`src/rtl/dmem_arb_pkg.sv`:
```
// Shared constants for the data-memory arbiter: state encoding and bus widths.
package dmem_arb_pkg;

   localparam int DMEM_AW = 32;
   localparam int DMEM_DW = 32;

   localparam logic [1:0] ARB_IDLE = 2'd0;
   localparam logic [1:0] ARB_OWN0 = 2'd1;
   localparam logic [1:0] ARB_OWN1 = 2'd2;

   typedef enum logic [1:0] {
      OWN_IDLE = ARB_IDLE,
      OWN_P0   = ARB_OWN0,
      OWN_P1   = ARB_OWN1
   } own_e;

endpackage

```
`src/rtl/dmem_arbiter_if.sv`:
```
// Requester and memory-side signals of the two-port data-memory arbiter.
interface dmem_arbiter_if
   import dmem_arb_pkg::*;
#(
   parameter int AW = DMEM_AW,
   parameter int DW = DMEM_DW
);

   logic          m0_req;
   logic          m0_we;
   logic [AW-1:0] m0_addr;
   logic [DW-1:0] m0_wdata;
   logic          m0_gnt;
   logic          m0_rvalid;
   logic [DW-1:0] m0_rdata;

   logic          m1_req;
   logic          m1_we;
   logic [AW-1:0] m1_addr;
   logic [DW-1:0] m1_wdata;
   logic          m1_gnt;
   logic          m1_rvalid;
   logic [DW-1:0] m1_rdata;

   logic          mem_ce;
   logic          mem_we;
   logic [AW-1:0] mem_addr;
   logic [DW-1:0] mem_wdata;
   logic [DW-1:0] mem_rdata;

   // arbiter side
   modport slave (
      input  m0_req, m0_we, m0_addr, m0_wdata,
      output m0_gnt, m0_rvalid, m0_rdata,
      input  m1_req, m1_we, m1_addr, m1_wdata,
      output m1_gnt, m1_rvalid, m1_rdata,
      output mem_ce, mem_we, mem_addr, mem_wdata,
      input  mem_rdata
   );

   // requesters plus the memory itself
   modport master (
      output m0_req, m0_we, m0_addr, m0_wdata,
      input  m0_gnt, m0_rvalid, m0_rdata,
      output m1_req, m1_we, m1_addr, m1_wdata,
      input  m1_gnt, m1_rvalid, m1_rdata,
      input  mem_ce, mem_we, mem_addr, mem_wdata,
      output mem_rdata
   );

endinterface

```
`src/rtl/dmem_arb_rsp.sv`:
```
// Per-port read response register: captures mem_rdata at the end of a read
// grant and presents it with a one-cycle rvalid pulse.
module dmem_arb_rsp
   import dmem_arb_pkg::*;
#(
   parameter int DW = DMEM_DW
) (
   input  logic          clk,
   input  logic          rst,
   input  logic          cap,
   input  logic [DW-1:0] mem_rdata,
   output logic          rvalid,
   output logic [DW-1:0] rdata
);

   always_ff @(posedge clk) begin
      if (!rst) begin
         rvalid <= 1'b0;
         rdata  <= '0;
      end else begin
         rvalid <= cap;
         if (cap) rdata <= mem_rdata;
      end
   end

endmodule

```
`src/rtl/dmem_arbiter.sv`:
```
// Burst-limited round-robin arbiter sharing data_mem between the core (port 0)
// and a secondary master (port 1); one access per cycle, reads return next cycle.
//
//   state    | meaning
//   OWN_IDLE | no access last cycle; port 0 wins a tie
//   OWN_P0   | port 0 granted last cycle; cnt = its consecutive grants
//   OWN_P1   | port 1 granted last cycle; cnt = its consecutive grants
module dmem_arbiter
   import dmem_arb_pkg::*;
#(
   parameter int AW        = DMEM_AW,
   parameter int DW        = DMEM_DW,
   parameter int MAX_BURST = 4
) (
   input  logic          clk,
   input  logic          rst,
   dmem_arbiter_if.slave bus
);

   localparam int            CW      = $clog2(MAX_BURST + 1);
   localparam logic [CW-1:0] CNT_MAX = CW'(MAX_BURST);

   own_e          own, own_nxt;
   logic [CW-1:0] cnt, cnt_nxt;
   logic          gnt0, gnt1;
   logic          we_sel;
   logic [AW-1:0] addr_sel;
   logic [DW-1:0] wdata_sel;

   always_ff @(posedge clk) begin
      if (!rst) begin
         own <= OWN_IDLE;
         cnt <= '0;
      end else begin
         own <= own_nxt;
         cnt <= cnt_nxt;
      end
   end

   always_comb begin
      own_nxt = own;
      cnt_nxt = cnt;
      gnt0    = 1'b0;
      gnt1    = 1'b0;
      case (own)
         OWN_IDLE: begin
            if (bus.m0_req) begin
               gnt0    = 1'b1;
               own_nxt = OWN_P0;
               cnt_nxt = CW'(1);
            end else if (bus.m1_req) begin
               gnt1    = 1'b1;
               own_nxt = OWN_P1;
               cnt_nxt = CW'(1);
            end
         end
         OWN_P0: begin
            // owner keeps the bus until its burst is spent and the other side waits
            if (bus.m0_req && ((cnt < CNT_MAX) || !bus.m1_req)) begin
               gnt0 = 1'b1;
               if (cnt < CNT_MAX) cnt_nxt = cnt + CW'(1);
            end else if (bus.m1_req) begin
               gnt1    = 1'b1;
               own_nxt = OWN_P1;
               cnt_nxt = CW'(1);
            end else begin
               own_nxt = OWN_IDLE;
               cnt_nxt = '0;
            end
         end
         OWN_P1: begin
            if (bus.m1_req && ((cnt < CNT_MAX) || !bus.m0_req)) begin
               gnt1 = 1'b1;
               if (cnt < CNT_MAX) cnt_nxt = cnt + CW'(1);
            end else if (bus.m0_req) begin
               gnt0    = 1'b1;
               own_nxt = OWN_P0;
               cnt_nxt = CW'(1);
            end else begin
               own_nxt = OWN_IDLE;
               cnt_nxt = '0;
            end
         end
         default: begin
            own_nxt = OWN_IDLE;
            cnt_nxt = '0;
         end
      endcase
      if (!rst) begin
         gnt0 = 1'b0;
         gnt1 = 1'b0;
      end
   end

   always_comb begin
      we_sel    = 1'b0;
      addr_sel  = '0;
      wdata_sel = '0;
      if (gnt0) begin
         we_sel    = bus.m0_we;
         addr_sel  = bus.m0_addr;
         wdata_sel = bus.m0_wdata;
      end else if (gnt1) begin
         we_sel    = bus.m1_we;
         addr_sel  = bus.m1_addr;
         wdata_sel = bus.m1_wdata;
      end
   end

   assign bus.m0_gnt    = gnt0;
   assign bus.m1_gnt    = gnt1;
   assign bus.mem_ce    = gnt0 | gnt1;
   assign bus.mem_we    = we_sel;
   assign bus.mem_addr  = addr_sel;
   assign bus.mem_wdata = wdata_sel;

   dmem_arb_rsp #(.DW(DW)) u_rsp0 (
      .clk       (clk),
      .rst       (rst),
      .cap       (gnt0 & ~bus.m0_we),
      .mem_rdata (bus.mem_rdata),
      .rvalid    (bus.m0_rvalid),
      .rdata     (bus.m0_rdata)
   );

   dmem_arb_rsp #(.DW(DW)) u_rsp1 (
      .clk       (clk),
      .rst       (rst),
      .cap       (gnt1 & ~bus.m1_we),
      .mem_rdata (bus.mem_rdata),
      .rvalid    (bus.m1_rvalid),
      .rdata     (bus.m1_rdata)
   );

endmodule

```
`src/flat_wrapper.sv`:
```
// flat-port wrapper written by rule: the top's interface ports become plain ports
module dmem_arbiter_flat import dmem_arb_pkg::*;
#(
   parameter int AW        = DMEM_AW,
   parameter int DW        = DMEM_DW,
   parameter int MAX_BURST = 4
)
  (clk, rst, bus_m0_req, bus_m0_we, bus_m0_addr, bus_m0_wdata, bus_m0_gnt, bus_m0_rvalid, bus_m0_rdata, bus_m1_req, bus_m1_we, bus_m1_addr, bus_m1_wdata, bus_m1_gnt, bus_m1_rvalid, bus_m1_rdata, bus_mem_ce, bus_mem_we, bus_mem_addr, bus_mem_wdata, bus_mem_rdata);
  dmem_arbiter_if #(.AW(AW), .DW(DW)) bus_i ();
  input  logic clk;
  input  logic rst;
  input wire logic [$bits(bus_i.m0_req)-1:0] bus_m0_req;
  input wire logic [$bits(bus_i.m0_we)-1:0] bus_m0_we;
  input wire logic [$bits(bus_i.m0_addr)-1:0] bus_m0_addr;
  input wire logic [$bits(bus_i.m0_wdata)-1:0] bus_m0_wdata;
  output wire logic [$bits(bus_i.m0_gnt)-1:0] bus_m0_gnt;
  output wire logic [$bits(bus_i.m0_rvalid)-1:0] bus_m0_rvalid;
  output wire logic [$bits(bus_i.m0_rdata)-1:0] bus_m0_rdata;
  input wire logic [$bits(bus_i.m1_req)-1:0] bus_m1_req;
  input wire logic [$bits(bus_i.m1_we)-1:0] bus_m1_we;
  input wire logic [$bits(bus_i.m1_addr)-1:0] bus_m1_addr;
  input wire logic [$bits(bus_i.m1_wdata)-1:0] bus_m1_wdata;
  output wire logic [$bits(bus_i.m1_gnt)-1:0] bus_m1_gnt;
  output wire logic [$bits(bus_i.m1_rvalid)-1:0] bus_m1_rvalid;
  output wire logic [$bits(bus_i.m1_rdata)-1:0] bus_m1_rdata;
  output wire logic [$bits(bus_i.mem_ce)-1:0] bus_mem_ce;
  output wire logic [$bits(bus_i.mem_we)-1:0] bus_mem_we;
  output wire logic [$bits(bus_i.mem_addr)-1:0] bus_mem_addr;
  output wire logic [$bits(bus_i.mem_wdata)-1:0] bus_mem_wdata;
  input wire logic [$bits(bus_i.mem_rdata)-1:0] bus_mem_rdata;
  assign bus_i.m0_req = bus_m0_req;
  assign bus_i.m0_we = bus_m0_we;
  assign bus_i.m0_addr = bus_m0_addr;
  assign bus_i.m0_wdata = bus_m0_wdata;
  assign bus_m0_gnt = bus_i.m0_gnt;
  assign bus_m0_rvalid = bus_i.m0_rvalid;
  assign bus_m0_rdata = bus_i.m0_rdata;
  assign bus_i.m1_req = bus_m1_req;
  assign bus_i.m1_we = bus_m1_we;
  assign bus_i.m1_addr = bus_m1_addr;
  assign bus_i.m1_wdata = bus_m1_wdata;
  assign bus_m1_gnt = bus_i.m1_gnt;
  assign bus_m1_rvalid = bus_i.m1_rvalid;
  assign bus_m1_rdata = bus_i.m1_rdata;
  assign bus_mem_ce = bus_i.mem_ce;
  assign bus_mem_we = bus_i.mem_we;
  assign bus_mem_addr = bus_i.mem_addr;
  assign bus_mem_wdata = bus_i.mem_wdata;
  assign bus_i.mem_rdata = bus_mem_rdata;
  dmem_arbiter #(.AW(AW), .DW(DW), .MAX_BURST(MAX_BURST)) u_core (.clk(clk), .rst(rst), .bus(bus_i));
endmodule
```
`config.mk`:
```
export PLATFORM = sky130hd
export DESIGN_NAME = dmem_arbiter_flat
export DESIGN_NICKNAME = d
export VERILOG_FILES = /design/src/rtl/dmem_arb_pkg.sv /design/src/rtl/dmem_arbiter_if.sv /design/src/rtl/dmem_arb_rsp.sv /design/src/rtl/dmem_arbiter.sv /design/src/flat_wrapper.sv
export SDC_FILE = /design/constraint.sdc
export NUM_CORES = 1
export LEC_CHECK = 0
export ABC_CLOCK_PERIOD_IN_PS = 2150
export BUFFER_PORTS_ARGS = -buffer_cell sky130_fd_sc_hd__buf_2
export CAP_MARGIN = 25
export CORE_AREA = 4 4 115 117
export CTS_BUF_LIST = sky130_fd_sc_hd__clkbuf_8
export CTS_CLUSTER_DIAMETER = 40
export DETAILED_ROUTE_END_ITERATION = 10
export DIE_AREA = 0 0 119 121
export HOLD_SLACK_MARGIN = 0.03
export PLACE_DENSITY = 0.67
export SLEW_MARGIN = 20
export SYNTH_ARGS = -nofsm -noshare
export SYNTH_HDL_FRONTEND = slang
export SYNTH_HIERARCHICAL = 1
export SYNTH_SLANG_ARGS = --single-unit
```
`constraint.sdc`:
```
create_clock -name clk -period 2.15 [get_ports clk]
set_input_delay 0.1075 -clock clk [delete_from_list [all_inputs] [get_ports clk]]
set_output_delay 0.1075 -clock clk [all_outputs]
set_load 0.005 [all_outputs]
```
After elaboration in Yosys (flattened, before gate mapping)
Index checks and enable logic that the tools add are counted.
{"block": "totals", "in_bits": 166, "register_bits": 71}
{"block": "classes", "n_addsub": 1, "reduce_logical": 8, "n_mux": 32, "n_eq_ne": 5, "n_lt_le_gt_ge": 1, "bitwise_logic": 5}
{"op": "$mux W32", "count": 4}
{"op": "$mux W3", "count": 5}
{"op": "$mux W1", "count": 14}
{"op": "$mux W2", "count": 5}
{"op": "$pmux W3 S3", "count": 1}
{"op": "$pmux W1 S3", "count": 2}
{"op": "$pmux W2 S3", "count": 1}
{"op": "$ne A2 B2 Y1 const B", "count": 2}
{"op": "$add A3 B1 Y3 const B", "count": 1}
{"op": "$lt A3 B3 Y1 const B", "count": 1}
{"op": "$ne A3 B3 Y1 const B", "count": 1}
{"op": "$reduce_and A3 Y1", "count": 1}
{"op": "$and A1 B1 Y1", "count": 2}
{"op": "$eq A2 B1 Y1 const B", "count": 1}
{"op": "$eq A2 B2 Y1 const B", "count": 1}
{"op": "$logic_and A1 B1 Y1", "count": 2}
{"op": "$logic_not A1 Y1", "count": 2}
{"op": "$logic_not A2 Y1", "count": 1}
{"op": "$logic_or A1 B1 Y1", "count": 2}
{"op": "$not A1 Y1", "count": 2}
{"op": "$or A1 B1 Y1", "count": 1}

Longest topological paths before layout
Gate-level depths: netlist of the first run.
{"block": "logic_depth", "depth_word": 8, "depth_mapped": 9}

Cells and area by module
Netlist of the first run, hierarchy kept.
{"mod": "dmem_arb_rsp", "n_inst": 2, "area_per_inst_um2": 1270.0, "cells_each": 105}
{"mod": "dmem_arbiter", "n_inst": 1, "area_per_inst_um2": 1022.2, "cells_each": 125}

Worst setup path before layout of the first run
OpenSTA, ideal clock, no wires.
{"block": "synth_timing", "path_kind": "flip-flop to flip-flop", "from": "register u_core.own[1]", "to": "register u_core.u_rsp1.rdata[10]", "slack_ns": 0.245, "setup_ns": 0.116, "t_arrival_ns": 1.789, "period_less_slack_ns": 1.905, "stages_incl_launch_ff": 10, "required_ns": 2.034, "cell_sequence": "dfxtp_1 buf_2 mux2i_1 a221oi_2 buf_2 nor2b_1 buf_6 buf_12 mux2i_1 nor2b_1"}
{"block": "synth_between", "elab_chain_cells": 4}
{"item": "start, declared", "line": "dmem_arbiter.sv:23", "text": "own_e own, own_nxt;"}
{"item": "start signal, assigned", "line": "dmem_arbiter.sv:35", "text": "own <= own_nxt;"}
{"item": "$eq A2 B2 Y1 (tied with other cells)", "line": "dmem_arbiter.sv:45", "text": "case (own)"}
{"item": "$pmux W1 S3 *", "line": "dmem_arbiter.sv:45"}
{"item": "$mux W1 *", "line": "dmem_arbiter.sv:89", "text": "if (!rst) begin"}
{"item": "net bus_m1_gnt", "line": "flat_wrapper.sv:23", "text": "output wire logic [$bits(bus_i.m1_gnt)-1:0] bus_m1_gnt;"}
{"item": "$and A1 B1 Y1 *", "line": "dmem_arbiter.sv:129", "text": ".cap (gnt1 & ~bus.m1_we),"}
{"item": "end signal, assigned", "line": "dmem_arb_rsp.sv:22", "text": "if (cap) rdata <= mem_rdata;"}
{"item": "end, declared", "line": "dmem_arb_rsp.sv:13", "text": "output logic [DW-1:0] rdata"}
The timed path passes the listed nets; every way through them passes the cells marked *.
A chain may end at the register's enable or synchronous reset.

Final worst setup path of the first run
{"block": "layout_timing", "from": "register u_core.own[0]", "to": "output port bus_mem_wdata[14]"}
{"block": "layout_between", "elab_chain_cells": 5}
{"item": "$eq A2 B2 Y1 (tied with other cells)", "line": "dmem_arbiter.sv:45"}
{"item": "$pmux W1 S3", "line": "dmem_arbiter.sv:45"}
{"item": "$mux W1", "line": "dmem_arbiter.sv:89"}
{"item": "$mux W32", "line": "dmem_arbiter.sv:103", "text": "end else if (gnt1) begin"}
{"item": "$mux W32 *", "line": "dmem_arbiter.sv:99", "text": "if (gnt0) begin"}
{"item": "end, declared", "line": "flat_wrapper.sv:29", "text": "output wire logic [$bits(bus_i.mem_wdata)-1:0] bus_mem_wdata;"}
Every way passes the cells marked *; elsewhere a longest branch is shown, timed or not.

==> impl_metrics.env, run 1 <==
export IMPL_hold_slack_ns=0.0488
export IMPL_yosysTopAreaCellShare=0.399
export IMPL_dr_pass1_iters=4
export IMPL_synthArstFlopShare=0
export IMPL_synthMuxAreaShare=0.183
export IMPL_cellLeakagePower_nw=2.76
export IMPL_cts_tree="built"
export IMPL_cp_endpoint="bus_mem_wdata[14]"
export IMPL_tightest_slew_ns=0.523
export IMPL_ir_drop_v=0.000248
export IMPL_synth_fa_ha_area_frac=0.00351
export IMPL_grt_max_degree=70
export IMPL_reg2regPathDepth=8
export IMPL_setup_tns_ns=0
export IMPL_ant_nets=0
export IMPL_synth_most_common_cell="dfxtp_1"
export IMPL_fin_crit_ns=2.06
export IMPL_path_max_fanout=20
export IMPL_initial_utilization=0.288
export IMPL_syn_mean_instance_area_um2=10.6
export IMPL_wl_met3_mm=1.47
export IMPL_vias=3840
export IMPL_grt_pass1_vias=3795
export IMPL_drive_gt1_frac=0.522
export IMPL_htree_levels=3
export IMPL_highest_layer="met5"
export IMPL_hold_class="in -> reg"
export IMPL_synth_seq_cells=71
export IMPL_fillers=1196
export IMPL_reg2reg_from="u_core/own[0]"
export IMPL_synth_ff_type="dfxtp_1"
export IMPL_synth_edff_count=0
export IMPL_dp_cells=783
export IMPL_core_area_um2=12400
export IMPL_synth_cell_types=34
export IMPL_ys_seq_area_frac=0.399
export IMPL_hold_viol=0
export IMPL_final_setup_worst_slack_ns=0.0912
export IMPL_met2_wirelength_mm=7.03
export IMPL_cts_buffers=9
export IMPL_track_usage=0.195
export IMPL_rsz0062_at_grt="no"
export IMPL_wl_per_cell_um=18.2
export IMPL_cp_arrival_ns=1.95
export IMPL_synth_nets=502
export IMPL_antenna_found_initial=1
export IMPL_die_w_um=119
export IMPL_report_final_slew_viol_count=0
export IMPL_clk_pin_slew_worst_paths_ns=0.08
export IMPL_crit_path_start_kind="register"
export IMPL_synth_xor_area_frac=0.00246
export IMPL_synth_area_leaders="dfxtp_1, mux2i_1, a22o_1"
export IMPL_crit_type="reg -> out"
export IMPL_syn2layout_area_growth_pct=59.7
export IMPL_grt_overflow_total=0
export IMPL_fin_cells=822
export IMPL_cp_startpoint="u_core/own[0]"
export IMPL_relSlewSlack=0.652
export IMPL_yosys_warnings=6
export IMPL_routed_wl_mm=14.9
export IMPL_wl_met1_mm=5.82
export IMPL_post_route_period_util=0.958
export IMPL_worst_r2r_setup_slack_ns=0.20
export IMPL_r2r_end="u_core/u_rsp0/rdata[13]"
export IMPL_die_area_um2=14400
export IMPL_cts_root_buf="clkbuf_8"
export IMPL_hold_start="bus_mem_rdata[14]"
export IMPL_drc=0
export IMPL_fin_nets=811
export IMPL_clk_latency_ns=0.35
export IMPL_fin_skew_ns=0.0184
export IMPL_dp_hpwl_mm=11.9
export IMPL_rows=41
export IMPL_powerDensity_nw_per_um2=600
export IMPL_cap_violations=0
export IMPL_dp_worst_setup_slack_ns=0.252
export IMPL_cts_buffer_depth=2
export IMPL_worstPathRequired_ns=2.04
export IMPL_numPortBuffers=299
export IMPL_worstSetupEndpointType="primary output"
export IMPL_finalWeightedCongestion=0.912
export IMPL_fmax_mhz=486
export IMPL_grt_pass1_wl_mm=21.7
export IMPL_die_h_um=121
export IMPL_drtIter0Drc=205
export IMPL_synth_top_family_by_area="compound AO/OA/AOI/OAI gates"
export IMPL_synth_compound_area_share=0.191
export IMPL_outcome="finished, final reports clean"
export IMPL_syn_area_um2=3560
export IMPL_cts_sinks=71
export IMPL_yosys_area_top_type="dfxtp_1"
export IMPL_vias_per_cell=4.67
export IMPL_setup_violations_final=0
export IMPL_ys_top_cells_by_count="dfxtp_1, nor2b_1, a22o_1, mux2i_1, buf_2"
export IMPL_synth_simple_area_share=0.143
export IMPL_syn_instance_count=335
export IMPL_ios=300
sequential cells by signal, indices dropped and copies added, names as in the netlist:
signal                count
u_core/u_rsp1/rdata      32
u_core/own                2
u_core/u_rsp1/rvalid      1
u_core/cnt                3
u_core/u_rsp0/rvalid      1
u_core/u_rsp0/rdata      32
layout by cell type, fill, tap and decap left out, types with 2 or more instances in the layout:
| cell type | count |
|---|---|
| a21oi_1 | 5 |
| a22o_1 | 65 |
| and2_1 | 2 |
| buf_12 | 6 |
| buf_2 | 299 |
| buf_4 | 5 |
| bufinv_16 | 3 |
| clkbuf_8 | 10 |
| dfxtp_1 | 69 |
| dfxtp_2 | 2 |
| dlygate4sd3_1 | 18 |
| mux2i_1 | 64 |
| nand2_1 | 3 |
| nand2b_1 | 2 |
| nand3_1 | 2 |
| nand3b_1 | 2 |
| nor2_1 | 2 |
| nor2b_1 | 64 |
| nor2b_4 | 2 |
cells by family (layout without fill, tap and decap cells):
kind of cell / after synthesis / in the layout
compound gates: 80 / 80
xor+xnor: 1 / 1
fa+ha+maj: 1 / 1
buf+inv: 34 / 348
flops: 71 / 71
mux: 65 / 65
other cells: 0 / 1
simple gates: 83 / 83
worst max-delay path, cell delays in order (launching register included):
cell and delay, ns:
dfxtp_2 0.35, buf_4 0.17, a21oi_2 0.13, o2111a_2 0.35
buf_12 0.19, a22o_1 0.26, buf_2 0.15
area by class of cell:
type | count | area, µm² | share of cell area
tap | 172 | 215 | 0.0378
timing repair buffer | 330 | 1890 | 0.332
multi-input combinational | 230 | 1900 | 0.333
sequential | 71 | 1420 | 0.250
antenna | 1 | 2.50 | 0.000440
clock buffer | 10 | 138 | 0.0242
inverter | 2 | 7.51 | 0.00132
clock inverter | 6 | 115 | 0.0202
report_power, final:
| group | switching (W) | total (W) | internal (W) |
|---|---|---|---|
| clock network | 0.000533 | 0.00134 | 0.000809 |
| logic | 0.000312 | 0.000691 | 0.000379 |
| registers | 0.0000238 | 0.00138 | 0.00136 |
through the flow:
step | instance area (µm²) | util | power, W
2_1_floorplan | 3560 | - | 0.00170
3_3_place_gp | 5150 | 0.416 | 0.00203
3_5_place_dp | 5150 | 0.416 | 0.00205
4_1_cts | 5640 | 0.456 | 0.00345
5_1_grt | 5690 | 0.460 | 0.00357
6_report | 5690 | 0.460 | 0.00341
what timing repair did:
item,4_1_cts,5_1_grt
hold buffers,18,0
pin swaps,0,1
buffers inserted,1,1
hold endpoints to repair,28,0
endpoints found under the setup margin,35,65
cloned,1,1
gates resized for setup,5,5
worst min-delay path by stage:
stage,endpoint,slack [ns],cells after the start
after global placement,u_core/u_rsp1/rdata[31],0.38,3
after global routing,u_core/u_rsp1/rdata[14],0.04,3
final,u_core/u_rsp1/rdata[14],0.05,3
after detailed placement,u_core/u_rsp1/rdata[3],0.39,3
after floorplan,u_core/u_rsp0/rdata[0],0.24,1
after CTS,u_core/u_rsp1/rdata[13],0.03,3
per-layer routing:
metal	track usage	up-vias
li1	-	1834
met1	0.233	1760
met2	0.314	214
met3	0.0657	30
met4	0.0920	2
met5	0	-
Note: power is estimated with default switching activity, not from simulation.
==> run 2, diff against run 1 <==
--- a/config.mk
+++ b/config.mk
@@ -8,13 +8,13 @@
 export ABC_CLOCK_PERIOD_IN_PS = 2150
 export BUFFER_PORTS_ARGS = -buffer_cell sky130_fd_sc_hd__buf_2
 export CAP_MARGIN = 25
-export CORE_AREA = 4 4 115 117
+export CORE_AREA = 4 4 125 127
 export CTS_BUF_LIST = sky130_fd_sc_hd__clkbuf_8
 export CTS_CLUSTER_DIAMETER = 40
 export DETAILED_ROUTE_END_ITERATION = 10
-export DIE_AREA = 0 0 119 121
+export DIE_AREA = 0 0 129 131
 export HOLD_SLACK_MARGIN = 0.03
-export PLACE_DENSITY = 0.67
+export PLACE_DENSITY = 0.58
 export SLEW_MARGIN = 20
 export SYNTH_ARGS = -nofsm -noshare
 export SYNTH_HDL_FRONTEND = slang
==> run 2 against run 1 <==
- via count is 0.18% lower
- clock power fell by 19%
- clock skew shrank 0.0095 ns
- wire length decreased by 1.9%
- setup slack barely moved
- sequential power is essentially flat
- sequential share of layout area decreased by 0.11 points
- design area increased by 1.1%
- sequential cell count did not move
==> impl_metrics.env, run 2 (synthesized netlist as in run 1, its figures left out) <==
export IMPL_dp_hpwl_mm=11.5
export IMPL_wl_met1_mm=5.60
export IMPL_syn2layout_area_growth_pct=61.4
export IMPL_vias=3833
export IMPL_powerDensity_nw_per_um2=550
export IMPL_drc=0
export IMPL_fin_skew_ns=0.00890
export IMPL_cts_root_buf="clkbuf_8"
export IMPL_wl_per_cell_um=17.4
export IMPL_setup_tns_ns=0
export IMPL_sequentialPowerShare=0.436
export IMPL_relSlewSlack=0.652
export IMPL_n_antenna_cell=0
export IMPL_top_regs="u_core/u_rsp0/rdata (32), u_core/u_rsp1/rdata (32), u_core/cnt (3)"
export IMPL_die_h_um=131
export IMPL_power_frac_comb=0.220
export IMPL_swShare=0.269
export IMPL_fillers=1460
export IMPL_antenna_found_initial=2
export IMPL_final_cell_mix="buf_2, dfxtp_1, mux2i_1, nor2b_1, a22o_1"
export IMPL_crit_family="compound AO/OA/AOI/OAI gates"
export IMPL_drive_gt1_frac=0.522
export IMPL_hold_slack_ns=0.0530
export IMPL_rsz0062_at_grt="no"
export IMPL_clk_pin_slew_worst_paths_ns=0.08
export IMPL_worstPathRequired_ns=2.04
export IMPL_max_stage_delay_ns=0.36
export IMPL_crit_path_top_delay_cell="dfxtp_4"
export IMPL_report_final_slew_viol_count=0
export IMPL_ant_nets=0
export IMPL_worstSetupEndpointType="primary output"
export IMPL_rows=44
export IMPL_outcome="finished, final reports clean"
export IMPL_dr_pass1_iters=4
export IMPL_crit_path_cell_trace="buf_4 -> mux2i_4 -> a221oi_4 -> buf_12 -> a22o_2 -> buf_2"
export IMPL_grt_pass1_wl_mm=20.9
export IMPL_p_int_w=0.00231
export IMPL_cp_arrival_ns=1.95
export IMPL_cellLeakagePower_nw=2.77
export IMPL_hold_class="in -> reg"
export IMPL_switching_power_w=0.000851
export IMPL_clkPwrFrac=0.344
export IMPL_path_max_fanout=34
export IMPL_cap_violations=0
export IMPL_fmax_mhz=486
export IMPL_ios=300
export IMPL_setup_violations_final=0
export IMPL_die_area_um2=16900
export IMPL_tightest_slew_ns=0.523
export IMPL_layout_commonest_cell="buf_2"
export IMPL_numPortBuffers=299
export IMPL_core_area_um2=14400
export IMPL_post_route_period_util=0.957
export IMPL_finalWeightedCongestion=0.812
export IMPL_crit_buf_inv=3
export IMPL_fin_crit_ns=2.06
export IMPL_initial_utilization=0.247
export IMPL_met2_wirelength_mm=7.29
export IMPL_cts_buffers=9
export IMPL_track_usage=0.163
export IMPL_ir_drop_v=0.000233
export IMPL_highest_layer="met5"
export IMPL_vias_per_cell=4.55
export IMPL_fin_nets=821
export IMPL_cts_buffer_depth=2
export IMPL_grt_overflow_total=0
export IMPL_grt_pass1_vias=3799
export IMPL_power_total_w=0.00316
export IMPL_die_w_um=129
export IMPL_grt_max_degree=68
export IMPL_crit_path_start_kind="register"
export IMPL_hold_viol=0
export IMPL_cts_tree="built"
export IMPL_drtIter0Drc=102
export IMPL_routed_wl_mm=14.6
export IMPL_clk_latency_ns=0.35
export IMPL_wl_met3_mm=1.14
export IMPL_crit_type="reg -> out"
export IMPL_htree_levels=3
export IMPL_cts_sinks=71
-- run 2: final timing paths --
path / depth (start not counted) / slack [ns] / to / start
worst max-delay path: 6 / 0.09 / bus_mem_addr[27] / u_core/own[0]
worst min-delay path: 3 / 0.05 / u_core/u_rsp1/rdata[17] / bus_mem_rdata[17]
worst max register to register: 8 / 0.21 / u_core/u_rsp1/rdata[17] / u_core/own[0]
worst min register to register: 2 / 0.47 / u_core/cnt[1] / u_core/cnt[1]
-- run 2: stage by stage --
| stage | setup WS, ns | util | area (µm²) | cells |
|---|---|---|---|---|
| after floorplan | 0.245 | - | 3560 | 335 |
| after global placement | 0.217 | 0.357 | 5150 | 793 |
| after detailed placement | 0.102 | 0.357 | 5150 | 793 |
| after CTS | 0.0159 | 0.395 | 5700 | 838 |
| after global routing | 0.00274 | 0.399 | 5750 | 843 |
| final | 0.0914 | 0.399 | 5750 | 843 |
-- run 2: worst min-delay path: cells and delay by family --
| kind | cells | cell delay (ns) |
|---|---|---|
| AND/OR/NAND/NOR | 1 | 0.09 |
| multiplexers | 1 | 0.07 |
| buffers and inverters | 1 | 0.09 |
-- run 2: what timing repair did --
action	CTS	global route
setup buffers	0	5
gates resized for setup	9	7
cloned	2	0
setup endpoints to repair	65	41
endpoints found under the hold margin	40	0
hold buffers	27	0
pin swaps	0	2
-- run 2: cell type report --
| cell class | instances | area [µm²] | area share |
|---|---|---|---|
| well taps | 184 | 230 | 0.0400 |
| clock inverters | 6 | 67.6 | 0.0117 |
| multi-input cells | 230 | 1910 | 0.332 |
| repair buffers | 340 | 1970 | 0.342 |
| clock buffers | 10 | 138 | 0.0239 |
| inverters | 2 | 10.0 | 0.00174 |
| flip-flops and latches | 71 | 1430 | 0.249 |
-- run 2: routing by layer --
| layer | track usage | vias up |
|---|---|---|
| met5 | 0 | - |
| met4 | 0.0754 | 4 |
| met3 | 0.0500 | 29 |
| met2 | 0.282 | 185 |
| met1 | 0.184 | 1759 |
| li1 | - | 1856 |
-- run 2: power groups by stage --
stage / Clock (W) / Sequential, W / Combinational (W)
after floorplan: 0 / 0.00141 / 0.000291
after global placement: 0 / 0.00141 / 0.000621
after detailed placement: 0 / 0.00141 / 0.000635
after CTS: 0.00114 / 0.00138 / 0.000698
after global routing: 0.00120 / 0.00138 / 0.000753
final: 0.00109 / 0.00138 / 0.000695
